$ cat config.mk
export PLATFORM = sky130hd
export DESIGN_NAME = ntt_ctrl_flat
export DESIGN_NICKNAME = d
export VERILOG_FILES = /design/src/rtl/kyber_pkg.sv /design/src/rtl/ntt_ctrl_if.sv /design/src/rtl/ntt_addr_gen.sv /design/src/rtl/ntt_ctrl.sv /design/src/flat_wrapper.sv
export SDC_FILE = /design/constraint.sdc
export NUM_CORES = 1
export LEC_CHECK = 0
export CAP_MARGIN = 20
export CORE_UTILIZATION = 58
export CTS_CLUSTER_SIZE = 14
export DETAILED_ROUTE_END_ITERATION = 12
export PLACE_DENSITY = 0.81
export SLEW_MARGIN = 5
export SYNTH_ARGS = -nofsm -noshare
export SYNTH_HDL_FRONTEND = slang
export SYNTH_SLANG_ARGS = --single-unit
$ cat constraint.sdc
create_clock -name clk -period 6.5 [get_ports clk]
set_input_delay 1.625 -clock clk [delete_from_list [all_inputs] [get_ports clk]]
set_output_delay 1.625 -clock clk [all_outputs]
set_load 0.01 [all_outputs]
$ cat src/rtl/kyber_pkg.sv
// Shared Kyber NTT constants, FSM state type and index widths.
// Used by the NTT sequencer, its address generator and the bench.
package kyber_pkg;

  localparam int KYBER_N    = 256;
  localparam int KYBER_Q    = 3329;
  localparam int NTT_LAYERS = 7;

  localparam logic [11:0] INTT_F = 12'd1441;

  typedef logic [7:0] coef_idx_t;
  typedef logic [6:0] tw_idx_t;

  typedef enum logic [2:0] {
    IDLE,
    RUN,
    SCALE,
    DRAIN,
    FIN
  } ntt_state_e;

endpackage

$ cat src/rtl/ntt_ctrl_if.sv
// Issue bus between the NTT sequencer and the butterfly datapath.
// One bf_ready handshake serves both butterfly and scaling issues.
interface ntt_ctrl_if;
  import kyber_pkg::*;

  logic      bf_valid;
  logic      bf_ready;
  logic      bf_inv;
  coef_idx_t bf_addr_a;
  coef_idx_t bf_addr_b;
  tw_idx_t   tw_addr;
  logic      sc_valid;
  coef_idx_t sc_addr;

  modport master (
    output bf_valid,
    input  bf_ready,
    output bf_inv,
    output bf_addr_a,
    output bf_addr_b,
    output tw_addr,
    output sc_valid,
    output sc_addr
  );

  modport slave (
    input  bf_valid,
    output bf_ready,
    input  bf_inv,
    input  bf_addr_a,
    input  bf_addr_b,
    input  tw_addr,
    input  sc_valid,
    input  sc_addr
  );

endinterface

$ cat src/rtl/ntt_addr_gen.sv
// Maps (layer, butterfly, direction) to coefficient pair and zeta index.
// Pure combinational; len = 2^L with L = 7-s forward, 1+s inverse.
module ntt_addr_gen
  import kyber_pkg::*;
(
  input  logic [2:0] s,
  input  logic [6:0] b,
  input  logic       inv,
  output coef_idx_t  addr_a,
  output coef_idx_t  addr_b,
  output tw_idx_t    tw_addr
);

  logic [2:0] l;
  logic [2:0] sh;
  coef_idx_t  b8;
  coef_idx_t  mask;
  coef_idx_t  a;
  logic [6:0] g;

  // Insert a zero at bit L of b; the high part of b is the group.
  always_comb begin
    l    = inv ? 3'(s + 3'd1) : 3'(3'd7 - s);
    sh   = inv ? s : 3'(3'd6 - s);
    b8   = {1'b0, b};
    mask = 8'((8'd1 << l) - 8'd1);
    a    = ((b8 & ~mask) << 1) | (b8 & mask);
    g    = b >> l;
    addr_a = a;
    addr_b = a | (8'd1 << l);
    // 128>>L == 64>>(L-1) and (256>>L)-1 == 127>>(L-1), kept in 7 bits
    if (inv) begin
      tw_addr = 7'((7'h7f >> sh) - g);
    end else begin
      tw_addr = 7'((7'h40 >> sh) + g);
    end
  end

endmodule

$ cat src/rtl/ntt_ctrl.sv
// Kyber NTT/INTT sequencer: butterfly issue, scaling pass, drain, done.
// All bus outputs are registered; a stalled issue holds everything.
module ntt_ctrl
  import kyber_pkg::*;
#(
  parameter int BF_LATENCY = 4,
  parameter int N_LOG2     = 8
) (
  input  logic       clk,
  input  logic       rst_n,
  input  logic       start,
  input  logic       mode,
  output logic       busy,
  output logic       done,
  ntt_ctrl_if.master bus
);

  localparam logic [6:0] B_LAST = 7'((1 << (N_LOG2 - 1)) - 1);
  localparam logic [2:0] S_LAST = 3'(N_LOG2 - 2);
  localparam logic [7:0] SC_LAST = 8'(KYBER_N - 1);
  localparam logic [7:0] DRAIN_LD = 8'(BF_LATENCY);

  ntt_state_e state;
  logic [2:0] s;
  logic [6:0] b;
  logic [7:0] drain;

  logic [2:0] gs;
  logic [6:0] gb;
  logic       gm;
  logic       last;
  coef_idx_t  ga;
  coef_idx_t  gbb;
  tw_idx_t    gk;

  // Address of the issue that follows: first issue in IDLE, else b+1.
  always_comb begin
    gs = 3'd0;
    gb = 7'd0;
    gm = mode;
    if (state != IDLE) begin
      gm = bus.bf_inv;
      gb = 7'(b + 7'd1);
      gs = (b == B_LAST) ? 3'(s + 3'd1) : s;
    end
    last = (s == S_LAST) && (b == B_LAST);
  end

  ntt_addr_gen u_gen (
    .s       (gs),
    .b       (gb),
    .inv     (gm),
    .addr_a  (ga),
    .addr_b  (gbb),
    .tw_addr (gk)
  );

  // Main FSM with counters and registered bus outputs.
  always_ff @(posedge clk or negedge rst_n) begin
    if (!rst_n) begin
      state         <= IDLE;
      s             <= 3'd0;
      b             <= 7'd0;
      drain         <= 8'd0;
      busy          <= 1'b0;
      done          <= 1'b0;
      bus.bf_valid  <= 1'b0;
      bus.sc_valid  <= 1'b0;
      bus.bf_inv    <= 1'b0;
      bus.bf_addr_a <= '0;
      bus.bf_addr_b <= '0;
      bus.tw_addr   <= '0;
      bus.sc_addr   <= '0;
    end else begin
      unique case (state)
        IDLE: begin
          if (start) begin
            state         <= RUN;
            s             <= 3'd0;
            b             <= 7'd0;
            busy          <= 1'b1;
            bus.bf_valid  <= 1'b1;
            bus.bf_inv    <= mode;
            bus.bf_addr_a <= ga;
            bus.bf_addr_b <= gbb;
            bus.tw_addr   <= gk;
          end
        end
        RUN: begin
          if (bus.bf_ready) begin
            if (last) begin
              bus.bf_valid <= 1'b0;
              s            <= 3'd0;
              b            <= 7'd0;
              if (bus.bf_inv) begin
                state        <= SCALE;
                bus.sc_valid <= 1'b1;
                bus.sc_addr  <= '0;
              end else begin
                state <= DRAIN;
                drain <= DRAIN_LD;
              end
            end else begin
              s             <= gs;
              b             <= gb;
              bus.bf_addr_a <= ga;
              bus.bf_addr_b <= gbb;
              bus.tw_addr   <= gk;
            end
          end
        end
        SCALE: begin
          if (bus.bf_ready) begin
            if (bus.sc_addr == SC_LAST) begin
              bus.sc_valid <= 1'b0;
              state        <= DRAIN;
              drain        <= DRAIN_LD;
            end else begin
              bus.sc_addr <= bus.sc_addr + 8'd1;
            end
          end
        end
        DRAIN: begin
          drain <= drain - 8'd1;
          if (drain <= 8'd1) begin
            state <= FIN;
            done  <= 1'b1;
          end
        end
        FIN: begin
          state <= IDLE;
          done  <= 1'b0;
          busy  <= 1'b0;
        end
        default: state <= IDLE;
      endcase
    end
  end

endmodule

$ cat src/flat_wrapper.sv
// flat-port wrapper written by rule: the top's interface ports become plain ports
module ntt_ctrl_flat import kyber_pkg::*;
#(
  parameter int BF_LATENCY = 4,
  parameter int N_LOG2     = 8
)
  (clk, rst_n, start, mode, busy, done, bus_bf_valid, bus_bf_ready, bus_bf_inv, bus_bf_addr_a, bus_bf_addr_b, bus_tw_addr, bus_sc_valid, bus_sc_addr);
  ntt_ctrl_if bus_i ();
  input  logic clk;
  input  logic rst_n;
  input  logic start;
  input  logic mode;
  output logic busy;
  output logic done;
  output wire logic [$bits(bus_i.bf_valid)-1:0] bus_bf_valid;
  input wire logic [$bits(bus_i.bf_ready)-1:0] bus_bf_ready;
  output wire logic [$bits(bus_i.bf_inv)-1:0] bus_bf_inv;
  output wire logic [$bits(bus_i.bf_addr_a)-1:0] bus_bf_addr_a;
  output wire logic [$bits(bus_i.bf_addr_b)-1:0] bus_bf_addr_b;
  output wire logic [$bits(bus_i.tw_addr)-1:0] bus_tw_addr;
  output wire logic [$bits(bus_i.sc_valid)-1:0] bus_sc_valid;
  output wire logic [$bits(bus_i.sc_addr)-1:0] bus_sc_addr;
  assign bus_bf_valid = bus_i.bf_valid;
  assign bus_i.bf_ready = bus_bf_ready;
  assign bus_bf_inv = bus_i.bf_inv;
  assign bus_bf_addr_a = bus_i.bf_addr_a;
  assign bus_bf_addr_b = bus_i.bf_addr_b;
  assign bus_tw_addr = bus_i.tw_addr;
  assign bus_sc_valid = bus_i.sc_valid;
  assign bus_sc_addr = bus_i.sc_addr;
  ntt_ctrl #(.BF_LATENCY(BF_LATENCY), .N_LOG2(N_LOG2)) u_core (.clk(clk), .rst_n(rst_n), .start(start), .mode(mode), .busy(busy), .done(done), .bus(bus_i));
endmodule
# Word level (Yosys, flattened, before mapping)
# Index checks and enable logic that the tools add are counted.
# op_classes
addsub,10
order_cmp,1
eq_ne,17
shift,4
muxes,60
bitwise_logic,5
n_reduce_logical,18
# op_table
op,count
$mux W8,16
$mux W7,8
$pmux W8 S2,3
$mux W3,13
$pmux W7 S2,2
$pmux W8 S3,1
$reduce_and A6 Y1,4
$or A8 B8 Y8,2
$sub A8 B1 Y8 const B,2
$shr A7 B3 Y7 const A,2
$ne A2 B2 Y1 const B,6
$pmux W3 S4,1
$mux W1,11
$add A8 B1 Y8 const B,1
$and A7 B8 Y8,1
$eq A8 B8 Y1 const B,1
$le A8 B1 Y1 const B,1
$ne A2 B1 Y1 const B,4
$pmux W1 S2,4
$reduce_and A4 Y1,2
$reduce_bool A2 Y1,4
$shl A1 B3 Y8 const A,1
$add A7 B1 Y7 const B,1
$add A7 B7 Y7,1
16 further kinds,23
# totals
reg_bits,57
in_bits,5
output_inout_bits,36
elab_cells,128

# Logic depth before layout (Yosys ltp)
# Gate-level depths: netlist of run 1.
# depth
depth_word,14
mapped_depth,24
mapped_depth_nobuf,21

# By module
# From an unflattened synthesis of run 1, not the netlist that was laid out.
# unflattened
cells_unflattened,506
area_unflattened_um2,4540.6
# modules_own_cells
mod,instances,cells_per_inst,area_each_um2,seq_area_each_um2
ntt_ctrl,1,266,2875.3,1426.4
ntt_addr_gen,1,240,1665.3,0.0

# Worst setup path after synthesis of run 1
# No wires, ideal clock.
# synth_timing
path_type,input -> register
startpoint,input port mode
endpoint,register u_core.bus.tw_addr[6]
setup_ns,0.092
t_arrival_ns,4.735
required_time_ns,6.408
slack_ns,1.673
path_stages,15
n_path_buf,2
cell_sequence,or4b_4 > and2_4 > buf_6 > o22ai_1 > nand2_1 > clkbuf_1 > a311oi_1 > a21oi_1 > ha_1 > ha_1 > a2111oi_0 > a211oi_2 > o31a_1 > o21a_1 > o31ai_2
# synth_via
elab_chain_len,8
elab_cells_between_ends,13
classes_between,2 x add/sub; 3 x shift; 8 x mux
# synth_rtl
item,line,rtl
from (decl),flat_wrapper.sv:12,input logic mode;
$mux W1 *,ntt_ctrl.sv:41,if (state != IDLE) begin
$mux W3 (on tied branches),"ntt_addr_gen.sv:24, ntt_addr_gen.sv:23",
$shr A7 B3 Y7 (on tied branches),"ntt_addr_gen.sv:35, ntt_addr_gen.sv:28, ntt_addr_gen.sv:33",
$add A7 B7 Y7 or $sub A7 B7 Y7 (tied branches),"ntt_addr_gen.sv:35, ntt_addr_gen.sv:33",
$mux W7 *,ntt_addr_gen.sv:32,if (inv) begin
$mux W7,ntt_ctrl.sv:91,if (last) begin
$mux W7,ntt_ctrl.sv:90,if (bus.bf_ready) begin
$pmux W7 S2 *,ntt_ctrl.sv:75,unique case (state)
to (signal assigned),ntt_ctrl.sv:86,bus.tw_addr <= gk;
to (signal assigned),ntt_ctrl.sv:108,bus.tw_addr <= gk;
to (decl),ntt_ctrl_if.sv:21,"output tw_addr,"
# Mark *: on every way between the ends. The rest lies on a longest branch, timed or not. The select of a mux whose other input is x is not followed.
# A chain may end at the register's enable or synchronous reset.

# Worst setup path after layout of run 1
# Same ends and word-level chain as after synthesis.

==> impl_metrics.ini, run 1 <==
[outcome]
status = complete, no violations

[floorplan]
fp-row-count = 30
fp.coreArea_um2 = 6940
die_w_um = 87.6
pin_count = 41
dieArea_um2 = 7680
die_h_um = 87.6
initial_utilization = 0.613

[synthesis]
yosys.area.top_type = dfrtp_1
synth_ff_type = dfrtp_1
ys_ff_latch = 57
async_flop_share = 1.00
ys_top_cells_by_area = dfrtp_1 34%, o21ai_0 6.6%, ha_1 6.2%
synth_fp_nets = 553
ys_types = 71
synth_edf_count = 0
synth_cells = 527
ys_warn_count = 0
yosysTopAreaCellShare = 0.335
ys_seq_area_frac = 0.335
syn_area_um2 = 4250
avgSynthCellArea_um2 = 8.07

[timing]
slew_violations = 0
fmax_mhz = 190
fin_hold_ws_ps = 476
finClkSkew_ps = 7.96
finalHoldViolCount = 0
worstMarginPinSlew_ps = 734
maxSlewHeadroom = 0.511
setup-violations-final = 0
fin_setup_tns_ps = 0
period_minus_slack_ps = 5260
rsz0062_at_grt = no
timing.final.crit_share = 0.809

[power]
ir_worst_vdd_uv = 279
p_total_mw = 2.29
power_per_cell_area_nw_per_um2 = 473
cellLeakagePower_nw = 2.02

[worst_hold_path]
hold-path-cell-count = 2
hold_class = reg2reg

[cts]
cts_tree = yes
clock_latency_ps = 340
postCtsSetupBuffers = 0
clock_sinks = 57
h-tree-depth = 3
ctsLongestPathBuffers = 2
clkTransAtPathRegs_ps = 70
clk_root_buffer_cell = clkbuf_8
cts_made_buffers = 9
postCtsHoldBufs = 0
postCtsResizedCells = 0

[routing]
drc = 0
drt_first_iter_violations = 530
via_per_inst = 6.30
avgRoutedWirePerCell_um = 17.5
detail-route-antenna-nets = 0
drt-total-wl_mm = 11.5
dr.pass1.iters = 6
vias = 4122

[setup_path]
arrival_ps = 5480
cp_data_required_time_ps = 6720
worstSetupPathType = in2reg
reg2regPathDepth = 21
start_kind = primary input
crit_fanout = 15
end_kind = flop

[finish]
area_delta_synth_final_pct = 14.0
diodes = 0
drive_gt1_frac = 0.0717
finalNetCount = 579
num-fill-cells = 580

[global_route]
grt.overflow.total = 0
antenna_found_initial = 0
grt_max_degree = 58
grt_pass1_wl_mm = 19.2
grt_use_total = 0.325
grt_pass1_vias = 3858

[flow_run]
drv_cap = 0

[placed_design]
gp_congestion = 0.954
dp_hpwl_mm = 8.23
io_buffers = 40
layout make-up:
cell class                 count  area, um2  area share
clock buffer                  13        149      0.0307
tap                           96        120      0.0248
clock inverter                 3       40.0     0.00826
inverter                      22       82.6      0.0170
timing repair buffer          46        440      0.0908
sequential                    57       1430       0.294
multi-input combinational    417       2590       0.534
power by group:
part / total [mW] / leakage [nW] / switching (mW) / internal, mW
registers: 0.586 / 0.709 / 0.113 / 0.474
clock network: 0.327 / 0.0974 / 0.140 / 0.187
logic: 1.38 / 1.21 / 0.807 / 0.572
total: 2.29 / 2.02 / 1.06 / 1.23
Yosys cell counts (3+ instances only):
master    count
nand2_1      61
dfrtp_1      57
nor2_1       57
o21ai_0      56
a21oi_1      31
ha_1         21
inv_1        19
clkbuf_1     17
nand3_1      17
a31oi_1      16
nor3_1       12
o31ai_1       9
xnor2_1       9
and3_1        8
buf_2         8
and2_1        7
nand2b_1      6
nor4_1        6
or3_1         6
xor2_1        6
a21o_1        5
a221oi_1      5
o21a_1        5
o22ai_1       5
a211oi_1      4
o211ai_1      4
a311oi_1      3
buf_6         3
mux2i_1       3
nand4_1       3
o21ai_1       3
o31a_1        3
or4_1         3
cells in the final DEF (no fill, tap or decap), drive strengths merged, types with 9 or more instances in the layout:
| master | instances |
|---|---|
| nor2 | 57 |
| inv | 21 |
| and2 | 10 |
| clkdlybuf4s50 | 39 |
| a31oi | 16 |
| a21oi | 31 |
| o31ai | 10 |
| nor3 | 13 |
| o21ai | 60 |
| clkbuf | 13 |
| ha | 21 |
| nand2 | 61 |
| dfrtp | 57 |
| nand3 | 17 |
| xnor2 | 9 |
per-stage QoR:
| stage | worst slack [ps] | std cells | util | area [um2] |
|---|---|---|---|---|
| floorplan | 1670 | 527 | - | 4250 |
| global placement | 1040 | 638 | 0.671 | 4660 |
| detailed placement | 918 | 638 | 0.671 | 4660 |
| CTS | 1250 | 654 | 0.698 | 4850 |
| global route | 888 | 654 | 0.698 | 4850 |
| finish | 1240 | 654 | 0.698 | 4850 |
state kept, by name, indices dropped and copies added, names as in the netlist:
| register | count |
|---|---|
| u_core.bus.bf_addr_b | 8 |
| u_core.bus.bf_inv | 1 |
| u_core.s | 3 |
| u_core.bus.bf_valid | 1 |
| u_core.done | 1 |
| u_core.bus.sc_valid | 1 |
| u_core.bus.tw_addr | 7 |
| u_core.bus.bf_addr_a | 8 |
| u_core.state | 3 |
| u_core.b | 7 |
| u_core.bus.sc_addr | 8 |
| u_core.busy | 1 |
| u_core.drain | 8 |
layer usage:
layer / GRT usage / part of all wire
met1: 0.443 / 0.45
met2: 0.511 / 0.47
met3: 0.0631 / 0.056
met4: 0.124 / 0.022
met5: 0 / 0
kinds of logic after synthesis:
logic type,count (synthesis),share of synthesized area
AND/OR/NAND/NOR,200,0.224
multiplexers,5,0.0124
adder cells (fa/ha/maj),22,0.0641
AO/OA/AOI/OAI,175,0.277
flip-flops,57,0.335
XOR/XNOR,15,0.0309
buffers and inverters,53,0.0556
worst max-delay path, cell delays in order:
cell and delay [ps]:
clkdlybuf4s50_1 480, or4b_4 480, and2_4 220, o22ai_1 230, nand2_1 340, a311oi_1 350, a21oi_1 90, ha_1 240
ha_1 200, a2111oi_0 410, a211oi_2 120, o31a_1 320, nor3_1 260, o31ai_2 100
final timing paths:
| check | from | endpoint | slack [ps] |
|---|---|---|---|
| max reg2reg | u_core.b[0] | u_core.bus.tw_addr[6] | 1310 |
| max | mode | u_core.bus.tw_addr[6] | 1240 |
| min in group asynchronous | rst_n | u_core.bus.sc_addr[3] | 1430 |
| max in group asynchronous | rst_n | u_core.bus.bf_addr_a[5] | 4590 |
| min | u_core.bus.bf_addr_a[7] | u_core.bus.bf_addr_a[7] | 480 |
| min reg2reg | u_core.bus.bf_addr_a[7] | u_core.bus.bf_addr_a[7] | 480 |
(Power assumes the default switching activity.)
==> run 2: changes to the inputs <==
==> constraint.sdc (replaced) <==
create_clock -name clk -period 5.05 [get_ports clk]
set_input_delay 1.2625 -clock clk [delete_from_list [all_inputs] [get_ports clk]]
set_output_delay 1.2625 -clock clk [all_outputs]
set_load 0.01 [all_outputs]
==> impl_metrics.ini, run 2 (synthesis gave the netlist of run 1 again) <==
[placed_design]
pre_cts_ws_ps = 75.1
io_buffers = 40
dp_hpwl_mm = 8.19
gp_congestion = 0.985

[cts]
ctsLongestPathBuffers = 2
cts_made_buffers = 9
clkTransAtPathRegs_ps = 70
cts_tree = yes
h-tree-depth = 3
postCtsHoldBufs = 0
clock_sinks = 57
clk_root_buffer_cell = clkbuf_8
clock_latency_ps = 350

[setup_path]
reg2regPathDepth = 18
reg2reg_from = u_core.b[0]
reg2reg_slack_ps = 340
worstSetupPathType = reg2reg
arrival_ps = 4960
crit_fanout = 11
r2r-end = u_core.bus.tw_addr[6]
end_kind = flop
setup.worst_path.start = u_core.b[0]
start_kind = flop
cp_data_required_time_ps = 5310

[flow_run]
drv_cap = 0

[finish]
area_delta_synth_final_pct = 16.2
final_common_cell = nand2_1
drive_gt1_frac = 0.0933
diodes = 0
layout_common_cells = 61 x nand2_1, 57 x nor2_1, 57 x dfrtp_1
num-fill-cells = 591
finalNetCount = 590

[timing]
fin_setup_tns_ps = 0
timing.final.crit_share = 0.932
worstMarginPinSlew_ps = 724
rsz0062_at_grt = no
finClkSkew_ps = 10.9
setup_ws_ps = 345
fmax_mhz = 213
setup-violations-final = 0
slew_violations = 0
maxSlewHeadroom = 0.518
period_minus_slack_ps = 4710
finalHoldViolCount = 0

[routing]
dr.pass1.iters = 8
drc = 0
drt-total-wl_mm = 11.3
drt_first_iter_violations = 306
detail-route-antenna-nets = 0
vias = 4114
avgRoutedWirePerCell_um = 17.0
via_per_inst = 6.20

[floorplan]
die_h_um = 87.6
initial_utilization = 0.613
dieArea_um2 = 7680
fp-row-count = 30
die_w_um = 87.6
fp.coreArea_um2 = 6940
pin_count = 41

[global_route]
grt_pass1_vias = 3804
grt_use_total = 0.312
grt.overflow.total = 0
grt_pass1_wl_mm = 18.4
antenna_found_initial = 0
grt_max_degree = 58

[worst_hold_path]
hold_end = u_core.bus.bf_addr_a[7]
hold-path-cell-count = 2
hold_class = reg2reg
hp-start = u_core.bus.bf_addr_a[7]

[power]
cellLeakagePower_nw = 2.07
ir_worst_vdd_uv = 337
power_per_cell_area_nw_per_um2 = 610

[outcome]
status = complete, no violations
## run 2: routing by layer
| layer | part of all wire | wire length [um] | vias to the layer above | GRT usage |
|---|---|---|---|---|
| li1 | - | - | 2004 | - |
| met1 | 0.46 | 5170 | 1952 | 0.424 |
| met2 | 0.47 | 5300 | 136 | 0.501 |
| met3 | 0.056 | 629 | 22 | 0.0518 |
| met4 | 0.019 | 218 | 0 | 0.119 |
| met5 | 0 | 0 | - | 0 |
## run 2: what timing repair did
item,4_1_cts,5_1_grt
endpoints found under the setup margin,0,3
buffers inserted,0,3
resized for setup,0,2
## run 2: cell type report
type / instances / area [um2] / area share
inverters: 22 / 82.6 / 0.0167
clock buffers: 12 / 155 / 0.0314
multi-input cells: 417 / 2590 / 0.525
repair buffers: 57 / 523 / 0.106
well taps: 96 / 120 / 0.0243
clock inverters: 3 / 40.0 / 0.00810
flip-flops and latches: 57 / 1430 / 0.289
## run 2: report_power, final
part / switching [mW] / total [mW] / internal, mW
logic: 1.04 / 1.82 / 0.779
clock network: 0.190 / 0.440 / 0.250
registers: 0.143 / 0.752 / 0.610
total: 1.37 / 3.01 / 1.64
## run 2: worst max-delay path by stage
stage | to | slack (ps) | depth (start not counted)
2_1_floorplan | u_core.bus.tw_addr[6] | 250 | 22
3_3_place_gp | u_core.bus.tw_addr[5] | 230 | 14
3_5_place_dp | u_core.bus.tw_addr[6] | 80 | 14
4_1_cts | u_core.bus.tw_addr[6] | 300 | 18
5_1_grt | u_core.bus.tw_addr[5] | 7 | 18
6_report | u_core.bus.tw_addr[6] | 340 | 18
## run 2: critical path: stages (launching register included)
cell	delay, ps
dfrtp_1	470
ha_2	350
and2_0	400
a21oi_1	150
o21ai_1	180
inv_1	170
ha_1	300
a21oi_1	220
nand3_1	160
a221oi_1	280
or2_1	170
o22a_1	210
inv_2	70
ha_1	240
a2111oi_1	450
a211oi_2	110
o31a_1	310
o21a_1	200
o31ai_2	170
## run 2: metrics by stage
stage | power (mW) | utilization | cell area, um2 | hold slack (ps) | instances
finish | 3.01 | 0.712 | 4940 | 473 | 664
global route | 3.26 | 0.712 | 4940 | 501 | 664
CTS | 3.00 | 0.708 | 4920 | 478 | 661
detailed placement | 2.55 | 0.680 | 4720 | 462 | 646
global placement | 2.52 | 0.680 | 4720 | 464 | 646
floorplan | 2.00 | - | 4250 | 452 | 527
==> run 3: changes to the inputs <==
--- a/config.mk
+++ b/config.mk
@@ -10,6 +10,7 @@
 export CTS_CLUSTER_SIZE = 14
 export DETAILED_ROUTE_END_ITERATION = 12
 export PLACE_DENSITY = 0.81
+export SKIP_LAST_GASP = 1
 export SLEW_MARGIN = 5
 export SYNTH_ARGS = -nofsm -noshare
 export SYNTH_HDL_FRONTEND = slang
==> results of run 3 <==
The final DEF is identical to that of run 2; final timing and power are the same.
